[src/rtl/ps2_pkg.sv]
`default_nettype none
// ============================================================================
// Module      : ps2_pkg
// Description : Shared definitions for the PS/2 LED command sequencer.
//               Holds the keyboard protocol bytes and the sequencer states.
// Ports       : none (package)
// Revision    : 1.0 - initial release
// ============================================================================
package ps2_pkg;

    // Keyboard protocol bytes
    localparam logic [7:0] PS2_CMD_SET_LEDS = 8'hED;
    localparam logic [7:0] PS2_RSP_ACK      = 8'hFA;
    localparam logic [7:0] PS2_RSP_RESEND   = 8'hFE;

    // State encodings, fixed so external tools can decode the register
    localparam logic [2:0] ST_IDLE         = 3'd0;
    localparam logic [2:0] ST_TX_CMD       = 3'd1;
    localparam logic [2:0] ST_WAIT_ACK_CMD = 3'd2;
    localparam logic [2:0] ST_TX_ARG       = 3'd3;
    localparam logic [2:0] ST_WAIT_ACK_ARG = 3'd4;

    typedef enum logic [2:0] {
        S_IDLE         = ST_IDLE,
        S_TX_CMD       = ST_TX_CMD,
        S_WAIT_ACK_CMD = ST_WAIT_ACK_CMD,
        S_TX_ARG       = ST_TX_ARG,
        S_WAIT_ACK_ARG = ST_WAIT_ACK_ARG
    } ps2_state_t;

endpackage
`default_nettype wire

[src/rtl/ps2_resp_timer.sv]
`default_nettype none
// ============================================================================
// Module      : ps2_resp_timer
// Description : Response-wait counter. Cleared by 'clear', counts while
//               'enable' is high, saturates at TIMEOUT_CYCLES-1 and flags it.
// Ports       : clk     in  1  system clock
//               resetn  in  1  synchronous active-low reset
//               clear   in  1  force count to zero (has priority)
//               enable  in  1  count one step per cycle
//               expired out 1  count has reached TIMEOUT_CYCLES-1
// Revision    : 1.0 - initial release
// ============================================================================
module ps2_resp_timer #(
    parameter int TIMEOUT_CYCLES = 1_000_000
) (
    input  logic clk,
    input  logic resetn,
    input  logic clear,
    input  logic enable,
    output logic expired
);

    // A single-cycle timeout still needs a 1-bit register
    localparam int W = (TIMEOUT_CYCLES > 1) ? $clog2(TIMEOUT_CYCLES) : 1;
    localparam logic [W-1:0] TERMINAL = W'(TIMEOUT_CYCLES - 1);

    logic [W-1:0] count;

    // Saturating so a late consumer never sees the flag drop by wrap-around
    always_ff @(posedge clk) begin
        if (!resetn) begin
            count <= '0;
        end else if (clear) begin
            count <= '0;
        end else if (enable && (count != TERMINAL)) begin
            count <= count + W'(1);
        end
    end

    assign expired = (count == TERMINAL);

endmodule
`default_nettype wire

[src/rtl/ps2_led_cmd_sequencer.sv]
`default_nettype none
// ============================================================================
// Module      : ps2_led_cmd_sequencer
// Description : Host-side Set-LEDs sequencer in front of a PS/2 controller.
//               Sends 0xED, waits ACK, sends the mask byte, waits ACK, with
//               resend/timeout retries. Non-response RX bytes are forwarded.
// Ports       : CLOCK_50                      in  1  system clock
//               resetn                        in  1  synchronous active-low reset
//               led_req / led_mask            in  1/3 start request and LED mask
//               led_busy / led_done / led_error out 1 status and result pulses
//               command_to_send / send_command out 8/1 TX byte and strobe
//               command_was_sent              in  1  controller: byte sent
//               error_communication_timed_out in  1  controller: TX failed
//               received_data / received_data_en in 8/1 controller RX byte
//               key_data / key_data_en        out 8/1 forwarded RX byte
// Revision    : 1.0 - initial release
// ============================================================================
module ps2_led_cmd_sequencer
    import ps2_pkg::*;
#(
    parameter int TIMEOUT_CYCLES = 1_000_000,
    parameter int MAX_RETRIES    = 3
) (
    input  logic       CLOCK_50,
    input  logic       resetn,
    input  logic       led_req,
    input  logic [2:0] led_mask,
    output logic       led_busy,
    output logic       led_done,
    output logic       led_error,
    output logic [7:0] command_to_send,
    output logic       send_command,
    input  logic       command_was_sent,
    input  logic       error_communication_timed_out,
    input  logic [7:0] received_data,
    input  logic       received_data_en,
    output logic [7:0] key_data,
    output logic       key_data_en
);

    localparam int RW = (MAX_RETRIES > 0) ? $clog2(MAX_RETRIES + 1) : 1;
    localparam logic [RW-1:0] RETRY_LIMIT = RW'(MAX_RETRIES);

    ps2_state_t    state;
    logic [7:0]    mask_byte;
    logic [RW-1:0] retries;
    logic          in_tx;
    logic          in_wait;
    logic          rx_ack;
    logic          rx_resend;
    logic          rx_consumed;
    logic          timer_expired;

    assign in_tx       = (state == S_TX_CMD) || (state == S_TX_ARG);
    assign in_wait     = (state == S_WAIT_ACK_CMD) || (state == S_WAIT_ACK_ARG);
    assign rx_ack      = received_data_en && (received_data == PS2_RSP_ACK);
    assign rx_resend   = received_data_en && (received_data == PS2_RSP_RESEND);
    // Responses are only swallowed while one is actually expected
    assign rx_consumed = in_wait && (rx_ack || rx_resend);

    // Held at zero outside the wait states so every wait starts from 0
    ps2_resp_timer #(
        .TIMEOUT_CYCLES (TIMEOUT_CYCLES)
    ) u_resp_timer (
        .clk     (CLOCK_50),
        .resetn  (resetn),
        .clear   (!in_wait),
        .enable  (in_wait),
        .expired (timer_expired)
    );

    assign led_busy     = (state != S_IDLE);
    assign send_command = in_tx;

    always_comb begin
        command_to_send = 8'h00;
        case (state)
            S_TX_CMD: command_to_send = PS2_CMD_SET_LEDS;
            S_TX_ARG: command_to_send = mask_byte;
            default:  command_to_send = 8'h00;
        endcase
    end

    always_ff @(posedge CLOCK_50) begin
        if (!resetn) begin
            state       <= S_IDLE;
            mask_byte   <= 8'h00;
            retries     <= '0;
            led_done    <= 1'b0;
            led_error   <= 1'b0;
            key_data    <= 8'h00;
            key_data_en <= 1'b0;
        end else begin
            led_done    <= 1'b0;
            led_error   <= 1'b0;
            key_data_en <= received_data_en && !rx_consumed;
            if (received_data_en && !rx_consumed) begin
                key_data <= received_data;
            end

            case (state)
                S_IDLE: begin
                    if (led_req) begin
                        mask_byte <= {5'b0, led_mask};
                        retries   <= '0;
                        state     <= S_TX_CMD;
                    end
                end

                S_TX_CMD, S_TX_ARG: begin
                    // A reported TX failure wins over a coincident 'sent'
                    if (error_communication_timed_out) begin
                        led_error <= 1'b1;
                        state     <= S_IDLE;
                    end else if (command_was_sent) begin
                        state <= (state == S_TX_CMD) ? S_WAIT_ACK_CMD : S_WAIT_ACK_ARG;
                    end
                end

                S_WAIT_ACK_CMD, S_WAIT_ACK_ARG: begin
                    // Checking the byte first lets it win over a same-cycle expiry
                    if (rx_ack) begin
                        retries <= '0;
                        if (state == S_WAIT_ACK_CMD) begin
                            state <= S_TX_ARG;
                        end else begin
                            led_done <= 1'b1;
                            state    <= S_IDLE;
                        end
                    end else if (rx_resend || timer_expired) begin
                        if (retries < RETRY_LIMIT) begin
                            retries <= retries + RW'(1);
                            state   <= (state == S_WAIT_ACK_CMD) ? S_TX_CMD : S_TX_ARG;
                        end else begin
                            led_error <= 1'b1;
                            state     <= S_IDLE;
                        end
                    end
                end

                default: state <= S_IDLE;
            endcase
        end
    end

endmodule
`default_nettype wire

[config.mk]
export PLATFORM = sky130hd
export DESIGN_NAME = ps2_led_cmd_sequencer
export DESIGN_NICKNAME = d
export VERILOG_FILES = /design/src/rtl/ps2_pkg.sv /design/src/rtl/ps2_resp_timer.sv /design/src/rtl/ps2_led_cmd_sequencer.sv
export SDC_FILE = /design/constraint.sdc
export NUM_CORES = 1
export LEC_CHECK = 0
export BUFFER_PORTS_ARGS = -buffer_cell sky130_fd_sc_hd__buf_2
export CAP_MARGIN = 20
export CELL_PAD_IN_SITES_DETAIL_PLACEMENT = 0
export CELL_PAD_IN_SITES_GLOBAL_PLACEMENT = 2
export CORE_MARGIN = 2
export CORE_UTILIZATION = 33
export CTS_BUF_LIST = sky130_fd_sc_hd__clkbuf_4 sky130_fd_sc_hd__clkbuf_8
export DETAILED_ROUTE_END_ITERATION = 16
export PLACE_DENSITY = 0.9
export SLEW_MARGIN = 20
export SYNTH_ARGS = -nofsm -noshare
export SYNTH_HDL_FRONTEND = slang
export SYNTH_HIERARCHICAL = 1
export SYNTH_SLANG_ARGS = --single-unit
[constraint.sdc]
create_clock -name CLOCK_50 -period 2.5 [get_ports CLOCK_50]
set_input_delay 0.5 -clock CLOCK_50 [delete_from_list [all_inputs] [get_ports CLOCK_50]]
set_output_delay 0.5 -clock CLOCK_50 [all_outputs]
set_load 0.05 [all_outputs]
======== After elaboration in Yosys (flattened, before gate mapping) ========
Cells that the tools add are included.
storage, ports and cells
  flip-flop bits (word level) ............. 39
  bits in latches ......................... 0
  RAM bits ................................ 0
  ROM bits ................................ 0
  bits of input ports ..................... 17
  logic and storage cells ................. 65
  memories ................................ 0
operators by class
  $add $sub $neg .......................... 2
  $mul .................................... 0
  div/mod/pow operators ................... 0
  order comparisons ....................... 1
  equality and inequality tests ........... 12
  shift-type cells ........................ 0
  mux-type cells .......................... 22
  bitwise logic cells ..................... 0
  reductions and logical operators ........ 20
operators with widths
  kind                                                                   count
  20-bit by 1-bit adder with 20-bit output, second input constant        1
  20-bit equality test, second input constant                            1
  20-bit != test, second input constant                                  1
  3-bit two-way mux                                                      6
  8-bit equality test, second input constant                             2
  8-bit one-hot mux with 2 select lines                                  1
  2-bit two-way mux                                                      7
  3-bit != test, second input constant                                   3
  3-bit one-hot mux with 3 select lines                                  1
  3-bit by 2-bit equality test with 1-bit output, second input constant  2
  3-bit AND reduction                                                    2
  1-bit logical AND                                                      5
  1-bit two-way mux                                                      5
  1-bit logical OR                                                       4
  2-bit one-hot mux with 2 select lines                                  1
  2-bit AND reduction                                                    2
  4-bit AND reduction                                                    1
  2-bit OR reduction                                                     2
  3-bit by 1-bit equality test with 1-bit output, second input constant  1
  3-bit equality test, second input constant                             1
  3-bit zero test                                                        1
  3-bit nonzero test                                                     1
  2-bit by 1-bit adder with 2-bit output, second input constant          1
  2-bit < comparator, second input constant                              1
  other kinds (4)                                                        4

======== Depth between registers and ports, before layout ========
  word-level depth ........................ 6
  depth in mapped cells ................... 8
  mapped depth without buffers ............ 7

======== Modules after synthesis ========
Netlist, hierarchy kept.
by module, submodules not included
  module                 instances  cells an instance  area each (sq um)  seq. area each (sq um)
  ps2_resp_timer         1          115                977.2              400.4
  ps2_led_cmd_sequencer  1          111                958.4              380.4

======== Least setup slack after synthesis ========
No wires, ideal clock.
  path kind ............................... register -> register
  start ................................... register u_resp_timer.count[9]
  end ..................................... register retries[0]
  library setup time ...................... 0.074 ns
  arrival time ............................ 2.105 ns
  path slack .............................. 0.321 ns
  cell stages (with the launch flop) ...... 7
  path buffers ............................ 0
  clock period less this slack ............ 2.179 ns
  path through ............................ dfxtp_1 -> nand2_1 -> or4_4 -> nor4_1 -> o21bai_1 -> or4_1 -> a31oi_1
between the ends
  cells in the longest elaborated chain, start to end .. 4
RTL lines
  item                                  line                          source
  start, declared                       ps2_resp_timer.sv:27          logic [W-1:0] count;
  start signal, assigned                ps2_resp_timer.sv:36          count <= count + W'(1);
  20-bit equality test                  ps2_resp_timer.sv:40          assign expired = (count == TERMINAL);
  via timer_expired                     ps2_led_cmd_sequencer.sv:52   logic timer_expired;
  1-bit logical OR                      ps2_led_cmd_sequencer.sv:130  end else if (rx_resend || timer_expired) begin
  3-bit != test (no source line)        n/a
  4-bit AND reduction (no source line)  n/a
  end signal, assigned                  ps2_led_cmd_sequencer.sv:132  retries <= retries + RW'(1);
  end, declared                         ps2_led_cmd_sequencer.sv:46   logic [RW-1:0] retries;
The timed path passes the listed nets, and every way through them passes these cells.
A chain may end at the register's enable or synchronous reset.

======== Final worst setup path ========
Ends and elaborated chain as after synthesis.

==> reports/qor.txt <==
area post-placement = 2191 sq um
DRC viols = 0
FMAX = 444.7 MHz
ANT nets after route = 0
Int Power = 0.001111 W
Ports = 38
CTS Buf Count = 5
peak supply drop = 0.4931 mV
Crit Reg-Reg Endpoint = retries[0]
Clock Power Share = 0.297
Hold Crit Class = in2reg
Synth Cell Area = 1936 sq um
CP Buf/Inv Count = 1
initial DRC count = 42
overall die height = 80.59 microns
vias in the first global route = 1641
Comb pwr share = 0.326
xor/xnor cell area share of the yosys netlist = 0.06335
largest family of logic cells by synthesized area = simple AND/OR/NAND/NOR gates
post-synthesis sequential element count = 39
Port Buf Inserts = 36
hold_buf cts = 0
Mapped Cells = 226
R2R Setup Slk = 0.25 ns
DP Wirelength = 3109 microns
Sw Ratio = 0.3881
Post-Synth Adder-Cell Area = 0.01293
nets = 285
total grt overflow = 0
Simple-Gate Fraction of Synth Area = 0.2812
hold depth = 3
post-CTS sizing = 0
syn_area_per_cell = 8.565 sq um
P_sw = 0.0007043 W
CP Data Arrival Time = 2.47 ns
pre-CTS setup slack = 0.2686 ns
total number of vias = 1690
Die W = 80.59 microns
worst reg2reg path depth = 7
Crit-path slowest cell = or4_4
post-synth cell types = 48
WL/cell = 12.39 microns
Final setup viols = 0
total wire length = 4201 microns
Syn Nets = 245
cells along the critical path = nand2_1 -> or4_4 -> nor4_1 -> buf_4 -> o21bai_1 -> or4_1 -> a31oi_1
final period utilization = 0.8995
CTS tree = built
number of diodes = 0
fin util = 0.4137
Critical Path Source Type = register
CTS root buf = clkbuf_8
RSZ-0062 raised after global routing = false
static leakage = 0.9208 nW
Synth Area in Compound Gates = 0.1364
All-Layer GR Usage = 0.1427
Final Skew = 0.01384 ns
Filler Cell Count = 585
htree depth = 2
Initial Util = 0.3473
layout cells sized above 1 = 0.2360
Min-Delay Startpoint = received_data[0]
Seq pwr share = 0.377
crit path kind = reg2reg
CP Max Fanout = 4
max_cap viols = 0
row count = 27
Layout area overhead = 19.13%
postcts setup bufs = 0
final instance area = 2306 sq um
Worst-Skew Late Latency = 0.30 ns
Post-synth EDFFs = 0
worst r2r src = u_resp_timer/count[9]
Crit path max-delay family = simple AND/OR/NAND/NOR gates
Sink Count = 39
top_reg_cell synth = dfxtp_1
DR vias/cell = 4.985
final worst slack = 0.2512 ns
first-pass GRT wire length = 7376 microns
die area = 6494 sq um
Rel. slew slack = 0.5595
Crit. End Element = register
Seq/Total Area, Yosys = 0.4034
CP peak stage delay = 0.50 ns
area of the core = 5574 sq um
Fin Setup TNS = 0 ns
First-pass DRT Iterations = 4
outcome = finished clean
Final min period = 2.249 ns
mux contribution to synthesized area = 0.04137
Hold Violations, Final = 0
PD cells = 787.1 nW/um^2
clock slew at reported path FFs = 0.09 ns
fin. max-slew vios = 0
largest net degree at the start of global routing = 17
Async S/R FF share, synth = 0
WP data required = 2.72 ns
Hold Path End = key_data[0]
slew of the pin with the lowest slew margin = 0.6515 ns
clock buffer depth = 2
antenna violations before repair = 0
GP Congestion = 0.7845
synth warn = 6
-- metal layers --
| metal | track usage | vias up | part of all wire |
|---|---|---|---|
| met1 | 0.1861 | 766 | 0.48 |
| met3 | 0.03708 | 5 | 0.054 |
| met2 | 0.2308 | 43 | 0.46 |
| met5 | 0 | - | 0 |
| li1 | - | 876 | - |
| met4 | 0.04237 | 0 | 0.0083 |
-- synthesized netlist by cell type, types with 2 or more instances --
library cell	count	area (sq um)
inv_1	9	33.78
o21bai_1	2	15.01
mux2i_1	8	80.08
o21a_1	3	22.52
o31ai_1	2	15.01
nor2_1	31	116.4
buf_6	2	22.52
xnor2_1	4	35.03
nor3_1	8	40.04
a21oi_1	9	45.04
or4_1	2	15.01
xor2_1	10	87.58
nor4_1	6	37.54
clkbuf_1	4	15.01
nand2_1	23	86.33
nand2b_1	3	18.77
o211ai_1	2	15.01
dfxtp_1	39	780.8
nor2b_1	3	18.77
ha_1	2	25.02
or4_2	2	17.52
and3_1	2	12.51
buf_4	5	37.54
nand4_1	7	43.79
nand3_1	14	70.07
o21ai_0	2	10.01
-- final cells by class --
class / instances / area, sq um / area share
Clock buffer: 5 / 68.82 / 0.02984
Clock inverter: 3 / 46.29 / 0.02008
Inverter: 10 / 40.04 / 0.01736
Multi-Input combinational cell: 166 / 1040 / 0.4509
Sequential cell: 39 / 780.7 / 0.3386
Tap cell: 72 / 90.09 / 0.03907
Timing Repair Buffer: 44 / 240.2 / 0.1042
-- kinds of logic after synthesis --
kind of cell	Yosys count
AO/OA/AOI/OAI	33
XOR/XNOR	14
adder cells (fa/ha/maj)	2
buffers and inverters	21
flip-flops	39
multiplexers	8
other	1
AND/OR/NAND/NOR	108
-- tightest hold or removal path, stage by stage --
cell	delay, ns
buf_2	0.10
nand2_1	0.05
a21oi_1	0.05
-- cell usage in the layout (no fill, tap or decap), types with 2 or more instances in the layout --
cell type / instances
a21oi_1: 9
and3_1: 2
nor2_1: 31
o211ai_1: 2
o31ai_1: 2
buf_4: 8
nand3_1: 14
or4_2: 2
o21ai_0: 2
dfxtp_1: 39
mux2i_1: 8
or4_1: 2
nor2b_1: 3
clkbuf_8: 5
o21a_1: 3
xnor2_1: 4
nand2_1: 23
xor2_1: 10
nor4_1: 6
o21bai_1: 2
inv_1: 9
ha_1: 2
nand4_1: 7
nand2b_1: 3
nor3_1: 8
buf_2: 36
-- flip-flops by register name (all words and copies together), names as in the netlist --
name and count:
state 3, key_data_en 1, mask_byte 3, retries 2, led_error 1, led_done 1
key_data 8, u_resp_timer/count 20
-- worst max-delay path by stage --
| stage | startpoint | endpoint | depth (start not counted) |
|---|---|---|---|
| after floorplan | u_resp_timer/count[9] | retries[0] | 6 |
| after global placement | u_resp_timer/count[9] | retries[0] | 7 |
| after detailed placement | u_resp_timer/count[9] | retries[0] | 7 |
| after global routing | u_resp_timer/count[9] | retries[0] | 7 |
| after CTS | u_resp_timer/count[9] | retries[0] | 7 |
| final | u_resp_timer/count[9] | retries[0] | 7 |
-- metrics by stage --
step	instances	power (W)	hold slack, ns
5_1_grt	339	0.001909	0.4601
2_1_floorplan	226	0.001181	0.4319
6_report	339	0.001815	0.4474
4_1_cts	339	0.001840	0.4352
3_3_place_gp	331	0.001291	0.4478
3_5_place_dp	331	0.001294	0.4545
-- power groups by stage --
stage / clock network (W) / registers, W / logic (W)
2_1_floorplan: 0 / 0.000715 / 0.000466
3_3_place_gp: 0 / 0.000700 / 0.000592
3_5_place_dp: 0 / 0.000700 / 0.000594
4_1_cts: 0.000557 / 0.000685 / 0.000597
5_1_grt: 0.000576 / 0.000692 / 0.000640
6_report: 0.000539 / 0.000685 / 0.000591
Note: power is estimated with default switching activity, not from simulation.
